<file path="src/rtl/serial_sub_pkg.sv">
// ============================================================================
//  Package     : serial_sub_pkg
//  Description : Shared types and constants for the bit-serial subtractor.
//                Holds the FSM state encoding and the default operand width.
//  Revision    : 1.0 - initial release
// ============================================================================
`default_nettype none

package serial_sub_pkg;

  // Default operand/result width in bits.
  localparam int DEFAULT_WIDTH = 8;

  // Control FSM states.
  typedef enum logic [1:0] {
    IDLE = 2'd0,
    RUN  = 2'd1,
    DONE = 2'd2
  } state_t;

endpackage : serial_sub_pkg

`default_nettype wire

</file>
<file path="src/rtl/Subtractor1bit.sv">
// ============================================================================
//  Module      : Subtractor1bit
//  Description : Combinational one-bit full subtractor.
//                D    = A ^ B ^ Bin
//                Bout = (~A & B) | (~(A ^ B) & Bin)
//  Ports       : A    - minuend bit
//                B    - subtrahend bit
//                Bin  - borrow in
//                D    - difference bit
//                Bout - borrow out
//  Revision    : 1.0 - initial release
// ============================================================================
`default_nettype none

module Subtractor1bit (
  input  logic A,
  input  logic B,
  input  logic Bin,
  output logic D,
  output logic Bout
);

  logic a_xor_b;

  assign a_xor_b = A ^ B;
  assign D       = a_xor_b ^ Bin;
  assign Bout    = (~A & B) | (~a_xor_b & Bin);

endmodule : Subtractor1bit

`default_nettype wire

</file>
<file path="src/rtl/serial_subtractor.sv">
// ============================================================================
//  Module      : serial_subtractor
//  Description : Bit-serial subtractor computing D = A - B - Bin (mod 2^WIDTH)
//                one bit per clock, LSB first, using a single time-multiplexed
//                one-bit subtractor. Operands are captured on an accepted
//                start; the result and borrow-out are held until the next one.
//  Parameters  : WIDTH - operand/result width, 1..32
//  Ports       : clk   - clock, rising edge
//                rst_n - asynchronous active-low reset
//                start - begin a subtraction (sampled in IDLE or DONE only)
//                A, B  - minuend, subtrahend
//                Bin   - borrow in
//                busy  - high while bits are being processed (WIDTH cycles)
//                done  - one-cycle pulse when D/Bout are valid
//                D     - difference
//                Bout  - borrow out (1 when A < B + Bin, unsigned)
//                V     - signed overflow (only with SERIAL_SUB_OVERFLOW_EN)
//  Macros      : SERIAL_SUB_OVERFLOW_EN - adds the signed-overflow output V
//  Revision    : 1.0 - initial release
// ============================================================================
`default_nettype none

module serial_subtractor
  import serial_sub_pkg::*;
#(
  parameter int WIDTH = DEFAULT_WIDTH
) (
  input  logic             clk,
  input  logic             rst_n,
  input  logic             start,
  input  logic [WIDTH-1:0] A,
  input  logic [WIDTH-1:0] B,
  input  logic             Bin,
  output logic             busy,
  output logic             done,
  output logic [WIDTH-1:0] D,
  output logic             Bout
`ifdef SERIAL_SUB_OVERFLOW_EN
  ,
  output logic             V
`endif
);

  // Counter must be able to hold WIDTH itself so it never wraps mid-operation.
  localparam int CW = $clog2(WIDTH + 1);
  localparam logic [CW-1:0] LAST_BIT = CW'(WIDTH - 1);

  state_t           state_q;
  state_t           state_d;
  logic             load;
  logic             last;
  logic [CW-1:0]    cnt;
  logic [WIDTH-1:0] a_sr;
  logic [WIDTH-1:0] b_sr;
  logic [WIDTH-1:0] d_next;
  logic             borrow;
  logic             bit_d;
  logic             bit_bout;

  assign last = (cnt == LAST_BIT);

  // --------------------------------------------------------------------------
  // FSM
  // --------------------------------------------------------------------------
  always_ff @(posedge clk or negedge rst_n) begin
    if (!rst_n) begin
      state_q <= IDLE;
    end else begin
      state_q <= state_d;
    end
  end

  always_comb begin
    state_d = state_q;
    load    = 1'b0;
    case (state_q)
      IDLE: begin
        if (start) begin
          load    = 1'b1;
          state_d = RUN;
        end
      end
      RUN: begin
        if (last) begin
          state_d = DONE;
        end
      end
      DONE: begin
        // start here chains straight into the next operation.
        if (start) begin
          load    = 1'b1;
          state_d = RUN;
        end else begin
          state_d = IDLE;
        end
      end
      default: state_d = IDLE;
    endcase
  end

  assign busy = (state_q == RUN);
  assign done = (state_q == DONE);

  // --------------------------------------------------------------------------
  // Datapath: operands shift right so bit 0 is always the current bit; the
  // result shifts in from the top so after WIDTH steps bit 0 is the LSB.
  // --------------------------------------------------------------------------
  Subtractor1bit u_bit (
    .A    (a_sr[0]),
    .B    (b_sr[0]),
    .Bin  (borrow),
    .D    (bit_d),
    .Bout (bit_bout)
  );

  always_comb begin
    d_next            = D >> 1;
    d_next[WIDTH-1]   = bit_d;
  end

  always_ff @(posedge clk or negedge rst_n) begin
    if (!rst_n) begin
      a_sr   <= '0;
      b_sr   <= '0;
      borrow <= 1'b0;
      cnt    <= '0;
      D      <= '0;
    end else if (load) begin
      a_sr   <= A;
      b_sr   <= B;
      borrow <= Bin;
      cnt    <= '0;
      D      <= '0;
    end else if (state_q == RUN) begin
      a_sr   <= a_sr >> 1;
      b_sr   <= b_sr >> 1;
      borrow <= bit_bout;
      cnt    <= cnt + CW'(1);
      D      <= d_next;
    end
  end

  // The borrow flop ends holding the borrow out of the MSB.
  assign Bout = borrow;

`ifdef SERIAL_SUB_OVERFLOW_EN
  // Overflow = borrow into the MSB XOR borrow out of the MSB, captured on the
  // final bit while both are visible at the one-bit subtractor.
  always_ff @(posedge clk or negedge rst_n) begin
    if (!rst_n) begin
      V <= 1'b0;
    end else if (load) begin
      V <= 1'b0;
    end else if ((state_q == RUN) && last) begin
      V <= borrow ^ bit_bout;
    end
  end
`endif

endmodule : serial_subtractor

`default_nettype wire

</file>
<file path="config.mk">
export PLATFORM = sky130hd
export DESIGN_NAME = serial_subtractor
export DESIGN_NICKNAME = d
export VERILOG_FILES = /design/src/rtl/serial_sub_pkg.sv /design/src/rtl/Subtractor1bit.sv /design/src/rtl/serial_subtractor.sv
export SDC_FILE = /design/constraint.sdc
export NUM_CORES = 1
export LEC_CHECK = 0
export ABC_AREA = 0
export CELL_PAD_IN_SITES_DETAIL_PLACEMENT = 0
export CELL_PAD_IN_SITES_GLOBAL_PLACEMENT = 2
export CORE_ASPECT_RATIO = 0.75
export CORE_MARGIN = 2
export CORE_UTILIZATION = 25
export DETAILED_ROUTE_END_ITERATION = 6
export PLACE_DENSITY_LB_ADDON = 0.1
export SLEW_MARGIN = 20
export SYNTH_ARGS = -nofsm -noshare
export SYNTH_HDL_FRONTEND = slang
export SYNTH_SLANG_ARGS = --single-unit
</file>
<file path="constraint.sdc">
create_clock -name clk -period 1.4 [get_ports clk]
set_input_delay 0.35 -clock clk [delete_from_list [all_inputs] [get_ports clk]]
set_output_delay 0.35 -clock clk [all_outputs]
set_load 0.01 [all_outputs]
</file>
# --- Word-level counts from Yosys, hierarchy flattened ---
# Index checks and enable logic that the tools add are counted.
totals:
  mem_bits_ro: 0
  in_bits: 20
  reg_bits: 31
  ramBits: 0
  n_memories: 0
  word_cells: 39
  latch_bits: 0
  output_inout_bits: 11
op_classes:
  n_shift: 0
  multipliers: 0
  order_cmp: 0
  muxes: 16
  n_div: 0
  n_eq_ne: 5
  n_reduce_logical: 4
  bitwise: 7
  addsub: 1
op_table:
  columns: ["op", "n"]
  rows:
  - ["$mux 8", 6]
  - ["$mux 4", 2]
  - ["$pmux 2 s3", 1]
  - ["$mux 1", 5]
  - ["$add 4x1->4 const B", 1]
  - ["$eq 4x3->1 const B", 1]
  - ["$mux 2", 2]
  - ["$and 1x1->1", 2]
  - ["$eq 2x1->1 const B", 1]
  - ["$eq 2x2->1 const B", 1]
  - ["$logic_not 2->1", 1]
  - ["$ne 2x1->1 const B", 1]
  - ["$ne 2x2->1 const B", 1]
  - ["$not 1->1", 2]
  - ["$reduce_and 2->1", 1]
  - ["$reduce_bool 2->1", 1]
  - ["$reduce_or 2->1", 1]
  - ["$xor 1x1->1", 2]
  - ["$or 1x1->1", 1]

# --- Logic depth before layout (Yosys ltp) ---
logic_depth:
  ltp_word: 6
  mapped_depth: 5

# --- By module ---
# From an unflattened synthesis, not the netlist that was laid out.
unflattened:
  cells_unflattened: 118
  hier_area_um2: 1408.9
modules_own_cells:
  columns: ["mod", "instances", "area_each_um2", "seq_area_each_um2", "cells_per_inst"]
  rows:
  - ["serial_subtractor", 1, 1377.6, 775.7, 114]
  - ["Subtractor1bit", 1, 31.3, 0.0, 4]

# --- Worst setup path before layout ---
# Ideal clock, no wire load.
synth_timing:
  path_kind: "register -> register"
  startpoint: "register borrow, in the netlist Bout"
  endpoint: "register D[7]"
  slack_ns: 0.163
  setup_ns: 0.121
  n_path_buf: 0
  t_arrival_ns: 1.116
  path_stages_with_launch: 4
  path_cell_list: "dfrtp_1 > inv_1 > fa_1 > a22o_1"
synth_between:
  elab_chain_len: 3
synth_lines:
  columns: ["item", "line", "text"]
  rows:
  - ["start: declaration", "serial_subtractor.sv:56", "logic borrow;"]
  - ["start signal: assignment", "serial_subtractor.sv:131", "borrow <= Bin;"]
  - ["start signal: assignment", "serial_subtractor.sv:137", "borrow <= bit_bout;"]
  - ["$xor 1x1->1", "Subtractor1bit.sv:26", "assign D = a_xor_b ^ Bin;"]
  - ["$mux 8", "serial_subtractor.sv:134", "end else if (state_q == RUN) begin"]
  - ["$mux 8", "serial_subtractor.sv:128", "end else if (load) begin"]
  - ["end signal: assignment", "serial_subtractor.sv:139", "D <= d_next;"]
  - ["end: declaration", "serial_subtractor.sv:36", "output logic [WIDTH-1:0] D,"]
# No other way between the ends. The select of a mux whose other input is x is not followed.
# A chain may end at the register's enable or synchronous reset.

# --- Final worst setup path ---
layout_timing:
  startpoint: "register state_q[1]"
  endpoint: "output port busy"
layout_between:
  elab_chain_len: 1
layout_lines:
  columns: ["item", "line", "text"]
  rows:
  - ["start: declaration", "serial_subtractor.sv:48", "state_t state_q;"]
  - ["start signal: assignment", "serial_subtractor.sv:69", "state_q <= state_d;"]
  - ["$eq 2x1->1", "serial_subtractor.sv:101", "assign busy = (state_q == RUN);"]
  - ["end: declaration", "serial_subtractor.sv:34", "output logic busy,"]
# No other way between the ends.

==> flow_summary.toml <==
[run_status]
run_status = "completed"

[logic_synthesis]
synth_ff_type = "dfrtp_1"
syn_area_sq_um = 1350
ys_seq_area_share_pct = 57.4
ys_types = 24
synth-edff-count = 0
synthesis.nets = 128
synth_area_leaders = "dfrtp_1, a22o_1, mux2i_1"
synth_top_area_share_pct = 57.4
syn_inst = 106
yosysWarnings = 0
synthArstFlopShare_pct = 100
synth_seq_cells = 31
synth_area_leader_cell = "dfrtp_1"
syn_avg_cell_area_sq_um = 12.8

[drt]
drc = 0
dr.pass1.iters = 3
routed_wl_um = 2930
wl_per_cell_um = 13.1
drtAntennaViolNets = 0
via_count = 959
via_per_inst = 4.30
drt_iter0_markers = 31

[timing]
holdWs_ns = 0.360
fin_crit_sh_pct = 99.7
rsz0062_at_grt = "true"
slew_headroom_pct = 81.2
finalCriticalPeriod_ns = 1.40
tightest_slew_ns = 0.282
tns_ns = 0
fmax_mhz = 716
setup_violations = 0
finalHoldViolCount = 0
finalClockSkew_ns = 0.00210
maxSlewViolCount = 0
setup_slack_ns = 0.00368

[finish]
multi_input_area_sq_um = 531
final_nets = 169
regArea_sq_um = 777
n_antenna_cell = 0
fillers = 520
drive_gt1_share_pct = 17.6
fin_cells = 223
syn_to_final_growth_pct = 42.1

[floorplan]
die_area_sq_um = 6020
die_height_um = 67.7
coreArea_sq_um = 5270
ios = 31
start_util_pct = 25.7
row_count = 23
die_x_um = 88.9

[global_route]
grt_usage_pct = 11.5
antenna_found_initial = 0
grt_max_degree = 32
grt_pass1_vias = 1040
overflow = 0
grt_first_pass_wirelength_um = 5120

[place]
place_congestion = 0.686
dpl.cell_count = 212
portBuffers = 30
place_ws_ns = -0.318
dp_hpwl_um = 2010

[clock_network]
clk_latency_ns = 0.27
cts_made_buffers = 5
cts.reportedPaths.clkPinSlew_ns = 0.06
cts_root_buf = "clkbuf_8"
cts_tree = "built"
cts.sinks = 31
clockBufferDepth = 2
h-tree-depth = 2
hold_buffers = 0

[hold_path]
min_path_type = "primary input to register"

[job]
drv_cap = 0

[worst_setup_path]
arrival_ns = 1.05
crit_fanout = 2
crit_required_ns = 1.05
cp-start-kind = "register"
end_kind = "output port"
criticalPathCategory = "register to output port"

[power]
finalPower_mw = 4.06
power_density_nw_per_um2 = 2110
ir_drop_v = 0.000512
leakage_nw = 0.934
-- registers in the layout (all words and copies together), names as in the netlist --
register and count:
state_q 2, cnt 4, D 8, b_sr 8
Bout 1, a_sr 8
-- path summary, 6_finish.rpt --
check / from / to / slack, ns / depth (start not counted)
hold / removal: start / state_q[0] / 0.36 / 3
min in group asynchronous: rst_n / b_sr[5] / 0.42 / 2
setup / recovery: state_q[1] / busy / 0.004 / 2
setup reg to reg: state_q[1] / state_q[1] / 0.04 / 4
max in group asynchronous: rst_n / state_q[0] / 0.78 / 2
hold reg to reg: b_sr[4] / b_sr[4] / 0.48 / 1
-- layer usage --
layer / routed length [um] / vias up / track usage [%] / share of wire, %
li1: - / 465 / - / -
met1: 1430 / 469 / 15.4 / 49
met2: 1330 / 23 / 17.1 / 45
met3: 150 / 2 / 4.28 / 5.1
met4: 18 / 0 / 3.92 / 0.61
met5: 0 / - / 0 / 0
-- cells in the mapped netlist (2+ instances only) --
cell and instances:
dfrtp_1 31, a22o_1 17, mux2i_1 10, nand2_1 10
o21ai_0 8, a21o_1 6, buf_6 4, buf_4 2
inv_1 2, nor2b_1 2
-- kinds of logic after synthesis --
| family | count (synthesis) | share of synthesized area, % |
|---|---|---|
| fa+ha+maj | 2 | 2.41 |
| compound gates | 32 | 18.0 |
| mux | 11 | 8.23 |
| flops | 31 | 57.4 |
| xor+xnor | 1 | 0.648 |
| simple gates | 20 | 7.96 |
| buf+inv | 9 | 5.36 |
-- power by group --
group | total (mW) | leakage (nW) | internal, mW | switching, mW
combinational | 1.74 | 0.490 | 0.943 | 0.800
sequential | 1.56 | 0.393 | 1.29 | 0.263
clock | 0.763 | 0.0515 | 0.448 | 0.315
total | 4.06 | 0.934 | 2.68 | 1.38
-- layout by cell type, fill, tap and decap left out, types with 2 or more instances in the layout --
master | netlist | routed
mux2i_1 | 10 | 10
clkbuf_8 | 0 | 7
nand2_1 | 10 | 10
a22o_1 | 17 | 17
dlygate4sd2_1 | 0 | 9
nor2_4 | 1 | 2
buf_12 | 0 | 2
dfrtp_1 | 31 | 30
inv_1 | 2 | 2
buf_4 | 2 | 3
a21o_1 | 6 | 6
nor2b_4 | 0 | 2
o21ai_0 | 8 | 8
buf_6 | 4 | 7
clkdlybuf4s50_1 | 0 | 18
-- through the flow --
step           area, sq um  utilization [%]
2_1_floorplan         1350                -
3_3_place_gp          1760             33.4
3_5_place_dp          1760             33.4
4_1_cts               1870             35.4
5_1_grt               1920             36.5
6_report              1920             36.5
-- timing repair --
| item | 4_1_cts | 5_1_grt |
|---|---|---|
| gates resized for setup | 23 | 10 |
| pin swaps | 1 | 0 |
| endpoints found under the setup margin | 31 | 7 |
| cloned | 1 | 0 |
| buffers inserted | 0 | 2 |
-- critical path, cell delays in order (launching register included) --
cell     delay [ns]
dfrtp_1        0.39
and2b_4        0.28
buf_6          0.10
-- layout make-up --
cell class,count,area share (%)
Sequential cell,31,40.4
Multi-Input combinational cell,67,27.6
Timing Repair Buffer,40,21.5
Clock buffer,8,5.21
Tap cell,75,4.88
Inverter,2,0.391
Power figures use the tool's default switching activity.
